[config.mk]
export PLATFORM = sky130hd
export DESIGN_NAME = recipe_sequencer
export DESIGN_NICKNAME = d
export VERILOG_FILES = /design/src/rtl/recipe_pkg.sv /design/src/rtl/recipe_sequencer_next_stage_finder.sv /design/src/rtl/recipe_sequencer.sv
export SDC_FILE = /design/constraint.sdc
export NUM_CORES = 1
export LEC_CHECK = 0
export CAP_MARGIN = 30
export CORE_ASPECT_RATIO = 2
export CORE_MARGIN = 8
export CORE_UTILIZATION = 45
export DETAILED_ROUTE_END_ITERATION = 10
export PLACE_DENSITY = 0.72
export SLEW_MARGIN = 10
export SYNTH_ARGS = -nofsm -noshare
export SYNTH_HDL_FRONTEND = slang
export SYNTH_HIERARCHICAL = 1
export SYNTH_SLANG_ARGS = --single-unit
[constraint.sdc]
create_clock -name clock -period 3.3 [get_ports clock]
set_clock_uncertainty 0.15 [all_clocks]
set_input_delay 0.33 -clock clock [delete_from_list [all_inputs] [get_ports clock]]
set_output_delay 0.33 -clock clock [all_outputs]
set_load 0.01 [all_outputs]
[src/rtl/recipe_pkg.sv]
// Shared types and helpers for the beverage recipe sequencer.
//   state_e     : 3-bit FSM state encoding (values 4..7 are illegal)
//   dose_slice  : extracts one per-stage dose field from a flattened dose bus
package recipe_pkg;

    localparam int unsigned DEF_NUM_STAGES = 5;
    localparam int unsigned DEF_DOSE_W     = 8;

    // Upper bounds the dose helper is sized for (16 stages, doses up to 32 bits).
    localparam int unsigned MAX_STAGES = 16;
    localparam int unsigned MAX_DOSE_W = 32;
    localparam int unsigned MAX_FLAT_W = MAX_STAGES * MAX_DOSE_W;

    typedef enum logic [2:0] {
        ST_IDLE     = 3'd0,
        ST_DISPENSE = 3'd1,
        ST_DONE     = 3'd2,
        ST_ABORTED  = 3'd3
    } state_e;

    // Dose field idx of width dose_w, zero-extended to MAX_DOSE_W.
    function automatic logic [MAX_DOSE_W-1:0] dose_slice(
        input logic [MAX_FLAT_W-1:0] flat,
        input int unsigned           idx,
        input int unsigned           dose_w
    );
        logic [MAX_FLAT_W-1:0] shifted;
        logic [MAX_DOSE_W-1:0] field_mask;
        shifted    = flat >> (idx * dose_w);
        field_mask = (dose_w >= MAX_DOSE_W) ? '1
                   : ((MAX_DOSE_W'(1) << dose_w) - MAX_DOSE_W'(1));
        return shifted[MAX_DOSE_W-1:0] & field_mask;
    endfunction

endpackage

[src/rtl/recipe_sequencer_next_stage_finder.sv]
// Combinational priority encoder: finds the lowest set bit of eff_vec that is
// strictly above cur_idx, or the lowest set bit overall when from_start is high.
//   eff_vec    : effective-stage vector
//   cur_idx    : currently active stage
//   from_start : ignore cur_idx and search from stage 0
//   next_idx   : index of the stage found (0 when none)
//   found      : a qualifying stage exists
module next_stage_finder
    import recipe_pkg::*;
#(
    parameter int unsigned NUM_STAGES = DEF_NUM_STAGES,
    parameter int unsigned IDX_W      = $clog2(NUM_STAGES)
) (
    input  logic [NUM_STAGES-1:0] eff_vec,
    input  logic [IDX_W-1:0]      cur_idx,
    input  logic                  from_start,
    output logic [IDX_W-1:0]      next_idx,
    output logic                  found
);

    // Scan high to low so the lowest qualifying stage is the last one written.
    always_comb begin
        next_idx = '0;
        found    = 1'b0;
        for (int i = int'(NUM_STAGES) - 1; i >= 0; i--) begin
            if (eff_vec[i] && (from_start || (i > int'(cur_idx)))) begin
                next_idx = IDX_W'(i);
                found    = 1'b1;
            end
        end
    end

endmodule

[src/rtl/recipe_sequencer.sv]
// Beverage recipe sequencer: steps through enabled ingredient stages in order,
// opening one valve per stage until the comparator has delivered that stage's
// dose, with start, abort and finish/abort acknowledge handshakes.
//   clock, reset        : rising-edge clock, asynchronous active-low reset
//   start               : begin a recipe (IDLE only); latches recipe_mask and dose
//   recipe_mask, dose   : stage enables and flattened per-stage pulse targets
//   result              : comparator pulse, one dose unit per high cycle
//   abort, ack          : cancel running recipe / clear DONE or ABORTED
//   valve               : one-hot valve enable of the active stage
//   busy/finished/aborted, stage_idx, state_output : status and debug
// DOSE_W is supported up to 32 bits; NUM_STAGES from 2 to 16.
module recipe_sequencer
    import recipe_pkg::*;
#(
    parameter  int unsigned NUM_STAGES = DEF_NUM_STAGES,
    parameter  int unsigned DOSE_W     = DEF_DOSE_W,
    localparam int unsigned IDX_W      = $clog2(NUM_STAGES)
) (
    input  logic                         clock,
    input  logic                         reset,
    input  logic                         start,
    input  logic [NUM_STAGES-1:0]        recipe_mask,
    input  logic [NUM_STAGES*DOSE_W-1:0] dose,
    input  logic                         result,
    input  logic                         abort,
    input  logic                         ack,
    output logic [NUM_STAGES-1:0]        valve,
    output logic                         busy,
    output logic                         finished,
    output logic                         aborted,
    output logic [IDX_W-1:0]             stage_idx,
    output logic [2:0]                   state_output
);

    state_e                      state_q, state_d;
    logic [IDX_W-1:0]            stage_q, stage_d;
    logic [DOSE_W-1:0]           cnt_q, cnt_d;
    logic [NUM_STAGES-1:0]       mask_q, mask_d;
    logic [NUM_STAGES*DOSE_W-1:0] dose_q, dose_d;
    logic [NUM_STAGES-1:0]       valve_q, valve_d;
    logic                        busy_q, busy_d;
    logic                        finished_q, finished_d;
    logic                        aborted_q, aborted_d;

    logic [NUM_STAGES-1:0] eff_in, eff_lat, find_vec;
    logic                  find_from_start;
    logic [IDX_W-1:0]      next_idx;
    logic                  next_found;
    logic [DOSE_W-1:0]     dose_cur;
    logic [DOSE_W-1:0]     cnt_inc;

    // Effective stages: from live inputs (for the start decision) and from latches.
    always_comb begin
        for (int unsigned i = 0; i < NUM_STAGES; i++) begin
            eff_in[i]  = recipe_mask[i] &&
                         (dose_slice(MAX_FLAT_W'(dose), i, DOSE_W) != '0);
            eff_lat[i] = mask_q[i] &&
                         (dose_slice(MAX_FLAT_W'(dose_q), i, DOSE_W) != '0);
        end
    end

    // In IDLE the finder looks for the first stage of the incoming recipe,
    // otherwise for the next stage after the active one.
    assign find_from_start = (state_q == ST_IDLE);
    assign find_vec        = find_from_start ? eff_in : eff_lat;

    next_stage_finder #(
        .NUM_STAGES (NUM_STAGES),
        .IDX_W      (IDX_W)
    ) u_next_stage_finder (
        .eff_vec    (find_vec),
        .cur_idx    (stage_q),
        .from_start (find_from_start),
        .next_idx   (next_idx),
        .found      (next_found)
    );

    assign dose_cur = DOSE_W'(dose_slice(MAX_FLAT_W'(dose_q), 32'(stage_q), DOSE_W));
    assign cnt_inc  = cnt_q + DOSE_W'(1);

    // Next-state logic; outputs are decoded from the next state and registered.
    always_comb begin
        state_d = state_q;
        stage_d = stage_q;
        cnt_d   = cnt_q;
        mask_d  = mask_q;
        dose_d  = dose_q;

        case (state_q)
            ST_IDLE: begin
                if (start) begin
                    mask_d = recipe_mask;
                    dose_d = dose;
                    cnt_d  = '0;
                    if (next_found) begin
                        stage_d = next_idx;
                        state_d = ST_DISPENSE;
                    end else begin
                        state_d = ST_DONE;
                    end
                end
            end
            ST_DISPENSE: begin
                // Abort wins over a same-cycle stage completion.
                if (abort) begin
                    state_d = ST_ABORTED;
                end else if (result) begin
                    if (cnt_inc == dose_cur) begin
                        cnt_d = '0;
                        if (next_found) begin
                            stage_d = next_idx;
                        end else begin
                            state_d = ST_DONE;
                        end
                    end else begin
                        cnt_d = cnt_inc;
                    end
                end
            end
            ST_DONE, ST_ABORTED: begin
                if (ack) begin
                    state_d = ST_IDLE;
                end
            end
            default: begin
                state_d = ST_IDLE;
            end
        endcase

        valve_d    = '0;
        busy_d     = (state_d == ST_DISPENSE);
        finished_d = (state_d == ST_DONE);
        aborted_d  = (state_d == ST_ABORTED);
        if (state_d == ST_DISPENSE) begin
            valve_d = NUM_STAGES'(1) << stage_d;
        end
    end

    // State, datapath and output registers.
    always_ff @(posedge clock or negedge reset) begin
        if (!reset) begin
            state_q    <= ST_IDLE;
            stage_q    <= '0;
            cnt_q      <= '0;
            mask_q     <= '0;
            dose_q     <= '0;
            valve_q    <= '0;
            busy_q     <= 1'b0;
            finished_q <= 1'b0;
            aborted_q  <= 1'b0;
        end else begin
            state_q    <= state_d;
            stage_q    <= stage_d;
            cnt_q      <= cnt_d;
            mask_q     <= mask_d;
            dose_q     <= dose_d;
            valve_q    <= valve_d;
            busy_q     <= busy_d;
            finished_q <= finished_d;
            aborted_q  <= aborted_d;
        end
    end

    assign valve        = valve_q;
    assign busy         = busy_q;
    assign finished     = finished_q;
    assign aborted      = aborted_q;
    assign stage_idx    = stage_q;
    assign state_output = state_q;

endmodule

==> impl_metrics.json <==
{
  "maxCapViolCount": 0,
  "postLayoutCoreUtil_pct": 61.01,
  "max_slew_margin_pct": 46.28,
  "met1_capacity_usage_during_global_routing_pct": 19.22,
  "grt_antenna_before_repair": 0,
  "timing.critical_path.slowest_stage_cell": "or4_4",
  "post_route_ant_nets": 0,
  "arrival_time_at_the_worst_endpoint_ns": 3.33,
  "htreeDepth": 3,
  "insertion_delay_ns": 0.34,
  "max_stage_delay_ns": 0.55,
  "antenna_cells": 0,
  "timing.fmax_ghz": 0.3093,
  "placementRows": 47,
  "cts_made_buffers": 9,
  "int_pwr_mw": 2.890,
  "worst_min_delay_path_class": "in -> async",
  "synth_most_common_cell": "dfrtp_1",
  "vdd_ir_drop_max_v": 0.0005154,
  "finalCritPeriodShare_pct": 97.96,
  "fillCellCount": 625,
  "numPlacedInstances": 507,
  "yosys.cell_types.count": 58,
  "power.leakage_nw": 2.061,
  "post_synth_inst_count": 341,
  "grt_first_pass_wirelength_mm": 15.62,
  "r2r_slack_ns": 0.07,
  "drt-pass1-iter-count": 5,
  "die_height_um": 144.4,
  "startpoint_type": "flop",
  "drive_gt1_share_pct": 27.67,
  "total_of_warnings_raised_by_yosys": 6,
  "drc": 0,
  "synth_top_area_share_pct": 45.19,
  "final.min_clock_period_ns": 3.233,
  "area_growth_pct": 33.46,
  "clockBufferDepth": 2,
  "wl_per_cell_um": 18.51,
  "synth.top_cells.by_count": "dfrtp_1 (67), mux2_2 (45), nand2_1 (25), o21ai_0 (25), mux2i_1 (16)",
  "power_density_mw_per_mm2": 937.1,
  "power.combinational.fraction_pct": 48.3,
  "netlist.top_cell.by_area": "dfrtp_1",
  "timing.critical_path.mode_cell": "o21ai_2",
  "grt.total_usage_pct": 17.32,
  "synth.cell_area_mm2": 0.003710,
  "crit_chain": "or4_4 -> o21ai_2 -> o21ai_2 -> nor2b_4 -> o311ai_4 -> nand4_1 -> nand2_2 -> nor2_2 -> a22oi_1 -> o21ai_0 -> a31oi_1 -> nand2_1 -> nand2b_4 -> nor3b_1",
  "worst_r2r_endpoint": "valve[1]",
  "grt_residual_overflow": 0,
  "synth_seq_cells": 67,
  "core_mm2": 0.008115,
  "initial_core_util_pct": 45.71,
  "floorplan.die.width_um": 80.20,
  "post_drt_via_cell_ratio": 5.862,
  "placer_congestion": 0.9397,
  "timing.critical_path.to_type": "flop",
  "pin_count_of_the_biggest_net_entering_global_routing": 68,
  "final_max_slew_viol_count": 0,
  "synthArstFlopShare_pct": 100.0,
  "total_die_area_mm2": 0.01158,
  "cts.sink_count": 67,
  "worst_ep_required_time_ns": 3.39,
  "use_met2_pct": 28.82,
  "status": "finished, final reports clean",
  "top_usage_layer": "met2",
  "worstReg2RegStart": "dose_q[26]",
  "netSwitchingFraction_pct": 37.71,
  "first_iter_violations": 187,
  "dp.final_hpwl_mm": 7.117,
  "syn_nets": 393,
  "synth.yosys.seq_area_share_pct": 45.19,
  "ioPinCount": 65,
  "seqPwrFrac_pct": 31.9,
  "number_of_endpoints_failing_setup_at_the_final_stage": 0,
  "edff_count_synth": 0,
  "cts_tree": "done",
  "post_layout_net_count": 478,
  "syn_avg_cell_area_um2": 10.88,
  "wirelength_mm": 9.772,
  "routed-via-count": 3095,
  "power.share.clock_pct": 19.8,
  "ys_top_cells_by_area": "dfrtp_1 (45%), mux2_2 (14%), mux2i_1 (4.3%)",
  "synth_ff_type": "dfrtp_1",
  "grt_use_met3_pct": 3.798,
  "reg2reg_depth": 14,
  "switchingPower_mw": 1.750,
  "crit_path_max_fanout": 4,
  "path_class": "reg -> reg",
  "clock_transition_time_at_the_flip_flop_clock_pins_of_the_worst_setup_and_hold_paths_ns": 0.05,
  "place.port_buffers": 64,
  "worstMarginPinSlew_ns": 0.8058,
  "grt_pass1_vias": 3211,
  "launching_instance_or_port_of_the_critical_path": "dose_q[26]",
  "critPathCapture": "valve[1]",
  "cts-root-buf": "clkbuf_16",
  "instances_no_fill": 528,
  "timing_hold_violations_final": 0
}
-- power groups by stage --
stage	combinational [mW]	clock (mW)	sequential [mW]
3_5_place_dp	2.00	0	1.48
6_report	2.24	0.917	1.48
4_1_cts	2.02	0.931	1.47
2_1_floorplan	1.41	0	1.37
3_3_place_gp	1.93	0	1.47
5_1_grt	2.41	0.956	1.52
-- final cells by class --
type | count | area [um2] | area share (%)
Sequential cell | 67 | 1677 | 33.86
Tap cell | 98 | 122.6 | 2.477
Timing Repair Buffer | 90 | 854.6 | 17.26
Clock inverter | 5 | 55.05 | 1.112
Inverter | 7 | 26.28 | 0.5307
Multi-Input combinational cell | 251 | 1987 | 40.13
Clock buffer | 10 | 229.0 | 4.625
-- worst max-delay path: cells and delay by family (launching register included) --
family / cells / cell delay [ns]
AND/OR/NAND/NOR: 8 / 1.59
AO/OA/AOI/OAI: 6 / 1.01
flip-flops: 1 / 0.40
-- sequential cells by signal, indices dropped and copies added (netlist names) --
signal / cells
dose_q: 40
cnt_q: 8
mask_q: 5
valve: 5
stage_idx: 3
state_output: 3
aborted: 1
busy: 1
finished: 1
-- repair_timing --
action | CTS | global route
endpoints found under the hold margin | 0 | 0
setup endpoints to repair | 0 | 6
buffers inserted | 0 | 6
hold buffers | 0 | 0
resized for setup | 0 | 25
-- logic make-up after synthesis --
family,count (synthesis),synth area share (%)
AO/OA/AOI/OAI,66,11.77
buffers and inverters,23,3.204
AND/OR/NAND/NOR,107,17.50
adder cells (fa/ha/maj),1,0.3372
multiplexers,62,18.38
other,1,0.1011
XOR/XNOR,14,3.508
flip-flops,67,45.19
-- metrics by stage --
step	setup WS [ns]	power [mW]	TNS, ns	cell area [um2]	hold WS [ns]
5_1_grt	-0.08208	4.888	-0.1532	4951	0.1104
2_1_floorplan	0.05630	2.781	0	3711	-0.1156
3_5_place_dp	-0.03048	3.482	-0.09416	4526	0.3463
6_report	0.06725	4.639	0	4951	0.02259
3_3_place_gp	0.08866	3.396	0	4526	0.3326
4_1_cts	0.05401	4.423	0	4810	0.05855
-- cell usage in the layout (no fill, tap or decap), types with 3 or more instances in the layout --
cell type,instances
a31oi_1,12
nand2_1,23
clkdlybuf4s50_1,63
nor4_1,10
and2_1,4
mux2i_1,16
nand2b_1,3
o21ai_0,20
nor2b_1,5
nor2_1,8
nand3_1,11
nor3b_1,3
or4_1,9
xor2_1,9
o21ai_2,3
inv_1,7
buf_4,23
dfrtp_1,67
xnor2_1,4
mux2_2,45
clkbuf_16,9
nor3_1,3
a31o_2,3
a22oi_1,3
o22ai_1,7
-- how the worst min path moves through the flow --
stage	from	to	slack (ns)	cells after the start
3_3_place_gp	mask_q[1]	mask_q[1]	0.33	1
4_1_cts	reset	dose_q[25]	0.06	2
6_report	reset	dose_q[25]	0.02	2
3_5_place_dp	mask_q[3]	mask_q[3]	0.35	1
2_1_floorplan	reset	aborted	-0.12	0
5_1_grt	reset	dose_q[25]	0.11	2
-- per-layer routing --
layer	part of all wire, %	wire length, um
met5	0	0
met4	3.6	348
met3	5.9	578
met2	51	4970
met1	40	3875
No activity file was read; power rests on OpenSTA's default activity.
